==> src/rtl/lvds_clk_fwd_gen.sv <==
// lvds_clk_fwd_gen: forwarded-clock generator for an external OBUFDS pair.
// It produces a glitch-free 50%-duty clock on clk_out whose half-period is
// programmable in fabric-clock cycles. It can run continuously or for a fixed
// number of periods. Divisor changes and stop requests only ever take effect
// on a period boundary, so clk_out never carries a runt pulse.
`timescale 1ns/1ps

module lvds_clk_fwd_gen #(
  parameter int DIV_W        = 16,
  parameter int BURST_W      = 16,
  parameter int DEFAULT_HALF = 8
) (
  input  logic               clk,
  input  logic               rst,
  input  logic [DIV_W-1:0]   half_div,
  input  logic               div_load,
  input  logic [BURST_W-1:0] burst_len,
  input  logic               start,
  input  logic               stop,
  output logic               clk_out,
  output logic               running,
  output logic               period_tick,
  output logic               done
);

  typedef enum logic [1:0] {
    IDLE = 2'd0,
    HIGH = 2'd1,
    LOW  = 2'd2
  } state_t;

  // A zero half-period would never let the half counter terminate, so the
  // reset divisor is clamped the same way a loaded divisor is.
  localparam int RESET_HALF = (DEFAULT_HALF < 1) ? 1 : DEFAULT_HALF;
  localparam logic [DIV_W-1:0] RESET_DIV = DIV_W'(RESET_HALF);

  state_t             state;
  logic [DIV_W-1:0]   pending_div;
  logic [DIV_W-1:0]   active_div;
  logic [DIV_W-1:0]   hcnt;
  logic [BURST_W-1:0] burst;
  logic [BURST_W-1:0] pcnt;
  logic               stop_pend;

  logic [DIV_W-1:0]   load_val;
  logic [DIV_W-1:0]   start_div;
  logic [BURST_W-1:0] pcnt_next;
  logic               half_end;
  logic               burst_end;
  logic               end_run;

  // Decode the divisor request and the end-of-half / end-of-run conditions.
  // A stop arriving on the final LOW cycle is honoured at that same boundary.
  always_comb begin
    load_val  = (half_div == '0) ? DIV_W'(1) : half_div;
    start_div = div_load ? load_val : pending_div;
    half_end  = (hcnt == (active_div - DIV_W'(1)));
    pcnt_next = pcnt + BURST_W'(1);
    burst_end = (burst != '0) && (pcnt_next == burst);
    end_run   = stop_pend || stop || burst_end;
  end

  // Pending divisor: captured on every div_load, whatever the state.
  always_ff @(posedge clk) begin
    if (rst) begin
      pending_div <= RESET_DIV;
    end else if (div_load) begin
      pending_div <= load_val;
    end
  end

  // Output FSM: every output is a register, so clk_out leaves the block
  // straight from a flop and cannot glitch.
  always_ff @(posedge clk) begin
    if (rst) begin
      state       <= IDLE;
      active_div  <= RESET_DIV;
      burst       <= '0;
      pcnt        <= '0;
      hcnt        <= '0;
      stop_pend   <= 1'b0;
      clk_out     <= 1'b0;
      running     <= 1'b0;
      period_tick <= 1'b0;
      done        <= 1'b0;
    end else begin
      period_tick <= 1'b0;
      done        <= 1'b0;
      case (state)
        IDLE: begin
          clk_out <= 1'b0;
          running <= 1'b0;
          if (start) begin
            active_div  <= start_div;
            burst       <= burst_len;
            pcnt        <= '0;
            hcnt        <= '0;
            stop_pend   <= 1'b0;
            state       <= HIGH;
            clk_out     <= 1'b1;
            running     <= 1'b1;
            period_tick <= 1'b1;
          end
        end

        HIGH: begin
          if (stop) begin
            stop_pend <= 1'b1;
          end
          if (half_end) begin
            hcnt    <= '0;
            state   <= LOW;
            clk_out <= 1'b0;
          end else begin
            hcnt <= hcnt + DIV_W'(1);
          end
        end

        LOW: begin
          if (stop) begin
            stop_pend <= 1'b1;
          end
          if (half_end) begin
            hcnt <= '0;
            pcnt <= pcnt_next;
            if (end_run) begin
              state     <= IDLE;
              running   <= 1'b0;
              done      <= 1'b1;
              stop_pend <= 1'b0;
            end else begin
              active_div  <= pending_div;
              state       <= HIGH;
              clk_out     <= 1'b1;
              period_tick <= 1'b1;
            end
          end else begin
            hcnt <= hcnt + DIV_W'(1);
          end
        end

        default: begin
          state   <= IDLE;
          clk_out <= 1'b0;
          running <= 1'b0;
        end
      endcase
    end
  end

endmodule

==> config.mk <==
export PLATFORM = sky130hd
export DESIGN_NAME = lvds_clk_fwd_gen
export DESIGN_NICKNAME = d
export VERILOG_FILES = /design/src/rtl/lvds_clk_fwd_gen.sv
export SDC_FILE = /design/constraint.sdc
export NUM_CORES = 1
export LEC_CHECK = 0
export CAP_MARGIN = 10
export CORE_MARGIN = 2
export CORE_UTILIZATION = 35
export CTS_CLUSTER_DIAMETER = 60
export DETAILED_ROUTE_END_ITERATION = 12
export HOLD_SLACK_MARGIN = 0.15
export PLACE_DENSITY = 0.56
export RECOVER_POWER = 25
export SLEW_MARGIN = 20
export SYNTH_ARGS = -nofsm -noshare
export SYNTH_HDL_FRONTEND = slang
export SYNTH_SLANG_ARGS = --single-unit
==> constraint.sdc <==
create_clock -name clk -period 2.84 [get_ports clk]
set_input_delay 0.568 -clock clk [delete_from_list [all_inputs] [get_ports clk]]
set_output_delay 0.568 -clock clk [all_outputs]
set_load 0.02 [all_outputs]
==> results of run 1 <==
## how the worst max path moves through the flow
| stage | from | to | slack (ps) | depth (start not counted) |
|---|---|---|---|---|
| 2_1_floorplan | active_div[4] | active_div[3] | -50 | 13 |
| 3_3_place_gp | active_div[0] | running | -250 | 8 |
| 3_5_place_dp | active_div[1] | running | -260 | 8 |
| 4_1_cts | active_div[4] | clk_out | 2 | 10 |
| 5_1_grt | active_div[6] | state[0] | -130 | 9 |
| 6_report | active_div[6] | active_div[2] | -10 | 10 |
## logic make-up (layout without fill, tap and decap cells)
logic type | after synthesis | after routing | synth area share [%]
fa+ha+maj | 8 | 8 | 1.98
compound gates | 143 | 143 | 20.8
xor+xnor | 48 | 48 | 8.46
flops | 87 | 87 | 34.4
mux | 32 | 32 | 6.36
simple gates | 225 | 225 | 23.5
buf+inv | 48 | 132 | 4.50
## routing by layer
layer | share of wire [%] | wire, µm | up-vias | GRT usage [%]
met5 | 0 | 0 | - | 0
met4 | 2.4 | 333 | 0 | 6.54
met3 | 4.0 | 564 | 28 | 3.40
met2 | 44 | 6250 | 114 | 27.8
met1 | 50 | 7000 | 2278 | 26.9
li1 | - | - | 2340 | -
## placed cells by master (no fill, tap or decap), types with 4 or more instances in the layout
master,netlist,final
sky130_fd_sc_hd__o2bb2ai_1,7,7
sky130_fd_sc_hd__nand2_1,67,67
sky130_fd_sc_hd__or3_1,8,8
sky130_fd_sc_hd__ha_1,8,8
sky130_fd_sc_hd__inv_1,10,10
sky130_fd_sc_hd__nor3_1,8,7
sky130_fd_sc_hd__clkdlybuf4s50_1,0,38
sky130_fd_sc_hd__nand3b_1,4,4
sky130_fd_sc_hd__or2_2,4,4
sky130_fd_sc_hd__buf_4,3,62
sky130_fd_sc_hd__and4_1,6,5
sky130_fd_sc_hd__xor2_1,24,24
sky130_fd_sc_hd__o21ai_0,9,8
sky130_fd_sc_hd__nand4_1,13,13
sky130_fd_sc_hd__nand2b_1,8,8
sky130_fd_sc_hd__xnor2_1,23,23
sky130_fd_sc_hd__nor2_1,46,46
sky130_fd_sc_hd__and3_1,6,5
sky130_fd_sc_hd__dfxtp_1,87,87
sky130_fd_sc_hd__nor4_1,15,13
sky130_fd_sc_hd__a211oi_2,9,10
sky130_fd_sc_hd__o31ai_1,8,7
sky130_fd_sc_hd__a211oi_1,11,10
sky130_fd_sc_hd__a21oi_1,31,31
sky130_fd_sc_hd__mux2i_1,31,31
sky130_fd_sc_hd__clkbuf_16,0,9
sky130_fd_sc_hd__nand3_1,18,18
sky130_fd_sc_hd__o21ai_1,3,4
sky130_fd_sc_hd__a31oi_1,25,24
## flip-flops by register name (all words and copies together), names as in the netlist
signal / cells
active_div: 16
burst: 16
clk_out: 1
done: 1
hcnt: 16
pcnt: 16
pending_div: 16
period_tick: 1
running: 1
state: 2
stop_pend: 1
## critical path: cells and delay by family (launching register included)
kind            cells  cell delay, ps
compound gates      4             720
xor+xnor            1             160
flops               1             310
simple gates        3            1200
buf+inv             2             350
## power breakdown
part | internal, mW | leakage [nW] | total, mW | switching, mW
Sequential | 1.33 | 0.711 | 1.43 | 0.101
Combinational | 0.618 | 1.52 | 1.32 | 0.700
Clock | 0.795 | 0.163 | 1.37 | 0.572
## metrics by stage
step	hold slack, ps	std cells	cell area, µm²
2_1_floorplan	441	591	5090
3_3_place_gp	453	837	6010
3_5_place_dp	449	837	6010
4_1_cts	469	854	6410
5_1_grt	515	855	6470
6_report	465	855	6470
## cell type report
cell class | count | area share (%)
Clock inverter | 7 | 1.78
Multi-Input combinational cell | 456 | 49.7
Sequential cell | 87 | 26.9
Timing Repair Buffer | 105 | 14.0
Tap cell | 180 | 3.48
Inverter | 11 | 0.638
Clock buffer | 9 | 3.48
## what timing repair did
item / CTS / global route
hold buffers: 0 / 0
setup buffers: 1 / 1
setup endpoints to repair: 51 / 54
gates resized for setup: 9 / 12
pin swaps: 1 / 3
==> impl_results.html, run 1 <==
<table>
<tr><th>Metric</th><th>Value</th></tr>
<tr><th colspan="2">Clocking</th></tr>
<tr><td>Worst skew pair latency</td><td>350 ps</td></tr>
<tr><td>Number of sinks on the clock net</td><td>87</td></tr>
<tr><td>TritonCTS clock tree</td><td>built</td></tr>
<tr><td>Longest Clk Path Bufs</td><td>2</td></tr>
<tr><td>Number of buffers inserted during clock tree synthesis</td><td>9</td></tr>
<tr><td>Clock slew seen by the registers of the worst setup and hold paths</td><td>around 70 ps</td></tr>
<tr><td>Cell at the root of the clock tree</td><td>sky130_fd_sc_hd__clkbuf_16</td></tr>
<tr><td>Max H-tree Level</td><td>3</td></tr>
<tr><th colspan="2">Die</th></tr>
<tr><td>Area of the die</td><td>around 15000 µm²</td></tr>
<tr><td>Starting density of the core</td><td>36.2%</td></tr>
<tr><td>I/O pins</td><td>around 40</td></tr>
<tr><td>Die span in y</td><td>124 µm</td></tr>
<tr><td>Num rows</td><td>43</td></tr>
<tr><td>Placeable core region</td><td>about 14000 µm²</td></tr>
<tr><td>Die width</td><td>124 µm</td></tr>
<tr><th colspan="2">Hold path</th></tr>
<tr><td>Cell depth of the worst min-delay path</td><td>2</td></tr>
<tr><td>Kind of path behind the tightest hold check</td><td>flop to flop</td></tr>
<tr><td>Worst hold path startpoint</td><td>running</td></tr>
<tr><td>Hold path endpoint</td><td>running</td></tr>
<tr><th colspan="2">STA</th></tr>
<tr><td>Remaining max-slew budget at the tightest pin</td><td>a little over a quarter</td></tr>
<tr><td>Highest clock frequency the design can meet</td><td>351 MHz</td></tr>
<tr><td>Min setup slack post-route</td><td>-10.6 ps</td></tr>
<tr><td>Total Neg Setup Slack</td><td>-23.7 ps</td></tr>
<tr><td>Fraction of the cycle the final worst path needs</td><td>100%</td></tr>
<tr><td>Final period demand of the worst path</td><td>2850 ps</td></tr>
<tr><td>Worst clock skew</td><td>6.80 ps</td></tr>
<tr><td>Setup repair after global routing missed its margin</td><td>true</td></tr>
<tr><td>Final Slew Violations</td><td>0</td></tr>
<tr><td>Count of final hold-check violations</td><td>0</td></tr>
<tr><td>Final-report setup violation count</td><td>3</td></tr>
<tr><td>Least-Margin Pin Slew</td><td>1110 ps</td></tr>
<tr><th colspan="2">Logic synthesis</th></tr>
<tr><td>Most frequently used cell type in the post-synthesis netlist</td><td>sky130_fd_sc_hd__dfxtp_1</td></tr>
<tr><td>Fraction of synthesized cell area taken by the top area cell type</td><td>34.4%</td></tr>
<tr><td>Mean instance size in the synthesized netlist</td><td>approximately 8.6 µm²</td></tr>
<tr><td>Number of nets in the synthesized netlist</td><td>636</td></tr>
<tr><td>Instance count of the mapped netlist</td><td>approximately 590</td></tr>
<tr><td>Seq cells post-synth</td><td>87</td></tr>
<tr><td>Total standard cell area after synthesis</td><td>5060 µm²</td></tr>
<tr><td>Distinct cell type count after synthesis</td><td>73</td></tr>
<tr><td>Most instantiated flip-flop cell in the synthesis netlist</td><td>sky130_fd_sc_hd__dfxtp_1</td></tr>
<tr><td>Count of flip-flops with a built-in enable after synthesis</td><td>0</td></tr>
<tr><td>Yosys warns</td><td>0</td></tr>
<tr><td>Dominant cells by area after synthesis</td><td>sky130_fd_sc_hd__dfxtp_1 (34%), sky130_fd_sc_hd__mux2i_1 (6.1%), sky130_fd_sc_hd__nand2_1 (5.0%), sky130_fd_sc_hd__xor2_1 (4.2%), sky130_fd_sc_hd__xnor2_1 (4.0%)</td></tr>
<tr><td>Commonest cells in the netlist</td><td>sky130_fd_sc_hd__dfxtp_1 (87), sky130_fd_sc_hd__nand2_1 (67), sky130_fd_sc_hd__nor2_1 (46)</td></tr>
<tr><td>Leading area contributor after synthesis</td><td>sky130_fd_sc_hd__dfxtp_1</td></tr>
<tr><td>Post-synth ARST share</td><td>0%</td></tr>
<tr><td>Post-synthesis sequential area ratio</td><td>34.4%</td></tr>
<tr><th colspan="2">Job</th></tr>
<tr><td>Max capacitance violation total</td><td>0</td></tr>
<tr><th colspan="2">Placed design</th></tr>
<tr><td>Routability congestion estimate from global placement</td><td>0.901</td></tr>
<tr><td>Post-placement setup slack</td><td>-264 ps</td></tr>
<tr><td>Final HPWL DP</td><td>10500 µm</td></tr>
<tr><td>Count of buffers from port buffering</td><td>40</td></tr>
<tr><th colspan="2">Route</th></tr>
<tr><td>Total wire length after detailed routing</td><td>between 10000 and 15000 µm</td></tr>
<tr><td>Number of DRC violations after detailed routing</td><td>0</td></tr>
<tr><td>First-iteration detailed-routing DRC count</td><td>about 310</td></tr>
<tr><td>Routed vias</td><td>about 4800</td></tr>
<tr><td>Number of iterations in the first detailed-routing pass</td><td>5</td></tr>
<tr><td>Drt via density</td><td>~5.6</td></tr>
<tr><td>Routed wirelength normalized by instance count</td><td>between 15 and 20 µm</td></tr>
<tr><td>Number of nets with antenna violations after routing</td><td>0</td></tr>
<tr><th colspan="2">Cells and area</th></tr>
<tr><td>Number of diodes</td><td>0</td></tr>
<tr><td>Fillers</td><td>1371</td></tr>
<tr><td>Share of post-route cells with drive strength above 1</td><td>between 10% and 20%</td></tr>
<tr><td>Area added between synthesis and finish</td><td>27.9%</td></tr>
<tr><td>Core occupancy in the finished layout</td><td>46.2%</td></tr>
<tr><td>Multi-input gate area in the final layout</td><td>3220 µm²</td></tr>
<tr><td>FF/Latch Area</td><td>between 1500 and 2000 µm²</td></tr>
<tr><td>Nets</td><td>715</td></tr>
<tr><th colspan="2">Worst setup path</th></tr>
<tr><td>Critical path class</td><td>flop to flop</td></tr>
<tr><td>Cell depth of the worst flop-to-flop path</td><td>10</td></tr>
<tr><td>Reg2reg setup slack</td><td>-10 ps</td></tr>
<tr><td>Launch point of the worst reg-to-reg path</td><td>active_div[6]</td></tr>
<tr><td>Endpoint of the lowest-slack register-to-register path</td><td>active_div[2]</td></tr>
<tr><td>Maximum fanout count along the critical path</td><td>26</td></tr>
<tr><td>Arrival time at the worst endpoint</td><td>just over 3000 ps</td></tr>
<tr><td>Cell with the largest stage delay on the worst path</td><td>sky130_fd_sc_hd__or4_4</td></tr>
<tr><td>Launching element type of the critical path</td><td>flop</td></tr>
<tr><td>CP required</td><td>between 3000 and 4000 ps</td></tr>
<tr><td>Worst path max stage delay</td><td>approximately 580 ps</td></tr>
<tr><td>Setup crit end kind</td><td>flop</td></tr>
<tr><td>Cells traversed along the worst timing path</td><td>or4_4, buf_4, xor2_1, o22ai_2, nand3_1, or4_4, o21ai_4, buf_12, a31oi_1, a211oi_1</td></tr>
<tr><td>Top cell by count, worst path</td><td>sky130_fd_sc_hd__or4_4</td></tr>
<tr><th colspan="2">Global routing</th></tr>
<tr><td>Via count of the first global-routing pass</td><td>roughly 4600</td></tr>
<tr><td>GRT Total Usage</td><td>18.6%</td></tr>
<tr><td>Total congestion overflow</td><td>0</td></tr>
<tr><td>Antenna violations before repair</td><td>0</td></tr>
<tr><td>First-pass GRT wire length</td><td>23400 µm</td></tr>
<tr><td>Maximum number of pins on one net before global-route repair</td><td>51</td></tr>
<tr><th colspan="2">Power and ir drop</th></tr>
<tr><td>Total power of the final layout</td><td>around 4 mW</td></tr>
<tr><td>Leakage</td><td>2.39 nW</td></tr>
<tr><td>Worst VDD drop</td><td>0.352 mV</td></tr>
<tr><td>Pwr per Cell Area</td><td>636 nW/µm²</td></tr>
<tr><th colspan="2">Status</th></tr>
<tr><td>Outcome</td><td>finished, violations left</td></tr>
<tr><td>Violated checks</td><td>setup timing</td></tr>
</table>
No activity file was read; power rests on OpenSTA's default activity.
==> inputs of run 2 (changes only) <==
==> constraint.sdc (replaced) <==
create_clock -name clk -period 2.84 [get_ports clk]
set_input_delay 0.284 -clock clk [delete_from_list [all_inputs] [get_ports clk]]
set_output_delay 0.284 -clock clk [all_outputs]
set_load 0.02 [all_outputs]
==> run 2 against run 1 <==
Compared with the run above:
- the run still ends with setup timing left
- critical path depth is 1 lower
- global-route usage is 0.34 points lower
- clock skew hardly changed
- clock power is 13% lower
- first-iteration DRC count is 6.8% higher
- setup slack worse by 88 ps
- hold slack worse by 14 ps
- sequential share of layout area is 0.46 points lower
- core utilization is 0.94 points higher
- register-to-register slack worse by 90 ps
- fmax is 3.0% lower
- combinational power is 8% higher
==> impl_results.html, run 2 (synthesis gave the netlist of run 1 again) <==
<table>
<tr><th>Metric</th><th>Value</th></tr>
<tr><th colspan="2">Status</th></tr>
<tr><td>Outcome</td><td>finished, violations left</td></tr>
<tr><td>Violated checks</td><td>setup timing</td></tr>
<tr><th colspan="2">Cells and area</th></tr>
<tr><td>Nets</td><td>719 (+0.56%)</td></tr>
<tr><td>Most used cells in the layout excluding fill and tap cells</td><td>sky130_fd_sc_hd__dfxtp_1 (83), sky130_fd_sc_hd__nand2_1 (66), sky130_fd_sc_hd__buf_4 (60)</td></tr>
<tr><td>Area added between synthesis and finish</td><td>30.5%</td></tr>
<tr><td>Non-filler cells, final</td><td>859 (+0.47%)</td></tr>
<tr><td>Number of diodes</td><td>0 (unchanged)</td></tr>
<tr><td>Design area</td><td>6600 µm² (+2.0%)</td></tr>
<tr><td>Share of post-route cells with drive strength above 1</td><td>21.9% (+3.1 points)</td></tr>
<tr><td>Most common library cell in the layout ignoring fill and taps</td><td>sky130_fd_sc_hd__dfxtp_1</td></tr>
<tr><th colspan="2">Power and ir drop</th></tr>
<tr><td>Total power of the final layout</td><td>4.06 mW (-1.3%)</td></tr>
<tr><td>Seq pwr share</td><td>35.4% (+0.6 points)</td></tr>
<tr><td>Proportion of power drawn by combinational gates</td><td>35.3% (+3.3 points)</td></tr>
<tr><td>Sw Pwr</td><td>1.39 mW (+0.95%)</td></tr>
<tr><td>Switching fraction of total power</td><td>34.1% (+0.78 points)</td></tr>
<tr><td>Leakage</td><td>2.42 nW (+1.3%)</td></tr>
<tr><td>Worst VDD drop</td><td>0.341 mV (-3.4%)</td></tr>
<tr><td>Internal power</td><td>2.68 mW (-2.5%)</td></tr>
<tr><td>Fraction of power consumed by the clock network</td><td>29.3% (-3.9 points)</td></tr>
<tr><td>Pwr per Cell Area</td><td>615 nW/µm² (-3.3%)</td></tr>
<tr><th colspan="2">STA</th></tr>
<tr><td>Setup repair after global routing missed its margin</td><td>true</td></tr>
<tr><td>Final period demand of the worst path</td><td>2940 ps (+87.8 ps)</td></tr>
<tr><td>Worst clock skew</td><td>7.19 ps (+0.392 ps)</td></tr>
<tr><td>Worst hold margin</td><td>451 ps (-13.7 ps)</td></tr>
<tr><td>Fraction of the cycle the final worst path needs</td><td>103% (+3.1 points)</td></tr>
<tr><td>Min setup slack post-route</td><td>-98.4 ps (-87.8 ps)</td></tr>
<tr><td>Final-report setup violation count</td><td>28 (+25)</td></tr>
<tr><td>Remaining max-slew budget at the tightest pin</td><td>30.6% (+4.5 points)</td></tr>
<tr><td>Least-Margin Pin Slew</td><td>1040 ps (-68.1 ps)</td></tr>
<tr><td>Count of final hold-check violations</td><td>0 (unchanged)</td></tr>
<tr><td>Highest clock frequency the design can meet</td><td>340 MHz (-3.0%)</td></tr>
<tr><td>Final Slew Violations</td><td>0 (unchanged)</td></tr>
<tr><th colspan="2">Worst setup path</th></tr>
<tr><td>Cell with the largest stage delay on the worst path</td><td>sky130_fd_sc_hd__or4_4</td></tr>
<tr><td>Maximum fanout count along the critical path</td><td>7 (-73%)</td></tr>
<tr><td>Reg2reg setup slack</td><td>-100 ps (-90 ps)</td></tr>
<tr><td>Cells traversed along the worst timing path</td><td>or4_4, nor4b_4, mux2_4, a31oi_4, o221ai_4, o21ai_4, and3_4, clkbuf_16, a211oi_2</td></tr>
<tr><td>Worst path max stage delay</td><td>580 ps (about the same)</td></tr>
<tr><td>Arrival time at the worst endpoint</td><td>3140 ps (+30 ps)</td></tr>
<tr><td>Setup crit end kind</td><td>flop</td></tr>
<tr><td>Launching element type of the critical path</td><td>flop</td></tr>
<tr><td>CP required</td><td>3040 ps (-60 ps)</td></tr>
<tr><td>Critical path class</td><td>flop to flop</td></tr>
<tr><th colspan="2">Placed design</th></tr>
<tr><td>Final HPWL DP</td><td>10300 µm (-2.2%)</td></tr>
<tr><td>Number of instances in the placed design</td><td>833 (-0.48%)</td></tr>
<tr><td>Cell area reported after detailed placement</td><td>5990 µm² (-0.29%)</td></tr>
<tr><td>Post-placement setup slack</td><td>-185 ps (+79.3 ps)</td></tr>
<tr><td>Routability congestion estimate from global placement</td><td>0.880 (-2.3%)</td></tr>
<tr><td>Count of buffers from port buffering</td><td>40 (unchanged)</td></tr>
<tr><th colspan="2">Global routing</th></tr>
<tr><td>Total congestion overflow</td><td>0 (unchanged)</td></tr>
<tr><td>Maximum number of pins on one net before global-route repair</td><td>68 (+33%)</td></tr>
<tr><td>First-pass GRT wire length</td><td>23200 µm (-1.1%)</td></tr>
<tr><td>Via count of the first global-routing pass</td><td>4532 (-1.2%)</td></tr>
<tr><td>Antenna violations before repair</td><td>0 (unchanged)</td></tr>
<tr><td>GRT Total Usage</td><td>18.3% (-0.34 points)</td></tr>
<tr><th colspan="2">Route</th></tr>
<tr><td>Number of DRC violations after detailed routing</td><td>0 (unchanged)</td></tr>
<tr><td>Routed wirelength normalized by instance count</td><td>16.9 µm (+2.0%)</td></tr>
<tr><td>Number of iterations in the first detailed-routing pass</td><td>5 (unchanged)</td></tr>
<tr><td>Total wire length after detailed routing</td><td>14500 µm (+2.4%)</td></tr>
<tr><td>First-iteration detailed-routing DRC count</td><td>329 (+6.8%)</td></tr>
<tr><td>Number of nets with antenna violations after routing</td><td>0 (unchanged)</td></tr>
<tr><td>Drt via density</td><td>5.50 (-1.3%)</td></tr>
<tr><td>Routed vias</td><td>4722 (-0.80%)</td></tr>
<tr><th colspan="2">Die</th></tr>
<tr><td>Die width</td><td>124 µm (unchanged)</td></tr>
<tr><td>Die span in y</td><td>124 µm (unchanged)</td></tr>
<tr><td>Num rows</td><td>43 (unchanged)</td></tr>
<tr><td>Area of the die</td><td>15400 µm² (unchanged)</td></tr>
<tr><td>Placeable core region</td><td>14000 µm² (unchanged)</td></tr>
<tr><td>I/O pins</td><td>41 (unchanged)</td></tr>
<tr><td>Starting density of the core</td><td>36.2% (unchanged)</td></tr>
<tr><th colspan="2">Clocking</th></tr>
<tr><td>Clock slew seen by the registers of the worst setup and hold paths</td><td>70 ps (about the same)</td></tr>
<tr><td>Cell at the root of the clock tree</td><td>sky130_fd_sc_hd__clkbuf_16</td></tr>
<tr><td>Number of buffers inserted during clock tree synthesis</td><td>9 (unchanged)</td></tr>
<tr><td>Worst skew pair latency</td><td>350 ps (about the same)</td></tr>
<tr><td>Longest Clk Path Bufs</td><td>2 (unchanged)</td></tr>
<tr><td>Number of hold buffers added after CTS</td><td>0 (unchanged)</td></tr>
<tr><td>Max H-tree Level</td><td>3 (unchanged)</td></tr>
<tr><td>Number of sinks on the clock net</td><td>87 (unchanged)</td></tr>
<tr><td>TritonCTS clock tree</td><td>built</td></tr>
<tr><th colspan="2">Job</th></tr>
<tr><td>Max capacitance violation total</td><td>0 (unchanged)</td></tr>
<tr><th colspan="2">Hold path</th></tr>
<tr><td>Kind of path behind the tightest hold check</td><td>primary input to flop</td></tr>
</table>
==> run 2: power groups by stage <==
stage / clock [mW] / sequential, mW / combinational, mW
global placement: 0 / 1.46 / 1.23
floorplan: 0 / 1.46 / 0.831
detailed placement: 0 / 1.46 / 1.25
finish: 1.19 / 1.44 / 1.43
global route: 1.27 / 1.45 / 1.55
CTS: 1.21 / 1.44 / 1.28
==> run 2: worst paths after layout <==
| kind | from | endpoint | depth (start not counted) |
|---|---|---|---|
| min | rst | pending_div[3] | 3 |
| min reg2reg | running | running | 2 |
| max | active_div[3] | active_div[8] | 9 |
| max reg2reg | active_div[3] | active_div[8] | 9 |
==> run 2: per-layer routing <==
metal	up-vias	GRT usage (%)	wire, µm
li1	2345	-	-
met1	2264	25.9	7270
met2	101	28.9	6530
met3	12	2.93	529
met4	0	4.82	168
met5	-	0	0
==> run 2: repair_timing <==
| action | in CTS | in global routing |
|---|---|---|
| resized for setup | 9 | 39 |
| gates cloned | 0 | 2 |
| buffers inserted | 0 | 8 |
| pin swaps | 1 | 23 |
| setup endpoints to repair | 53 | 55 |
==> run 2: critical path, delay by kind of cell (launching register included) <==
kind | cells | cell delay [ps]
simple gates | 3 | 1190
compound gates | 4 | 760
mux | 1 | 350
flops | 1 | 320
buf+inv | 1 | 160
==> run 2: metrics by stage <==
step                      util [%]  TNS, ps
after global placement        42.8    -2970
final                         47.2    -1530
after global routing          47.2    -5330
after CTS                     45.2    -7.47
after floorplan                  -     -415
after detailed placement      42.8    -6450
==> run 2: final cells by class <==
class | count | area (µm²)
clock buffers | 11 | 253
repair buffers | 109 | 993
inverters | 11 | 41.3
well taps | 180 | 225
clock inverters | 5 | 40.0
flip-flops and latches | 87 | 1750
multi-input cells | 456 | 3300
fillers | 1376 | 7390
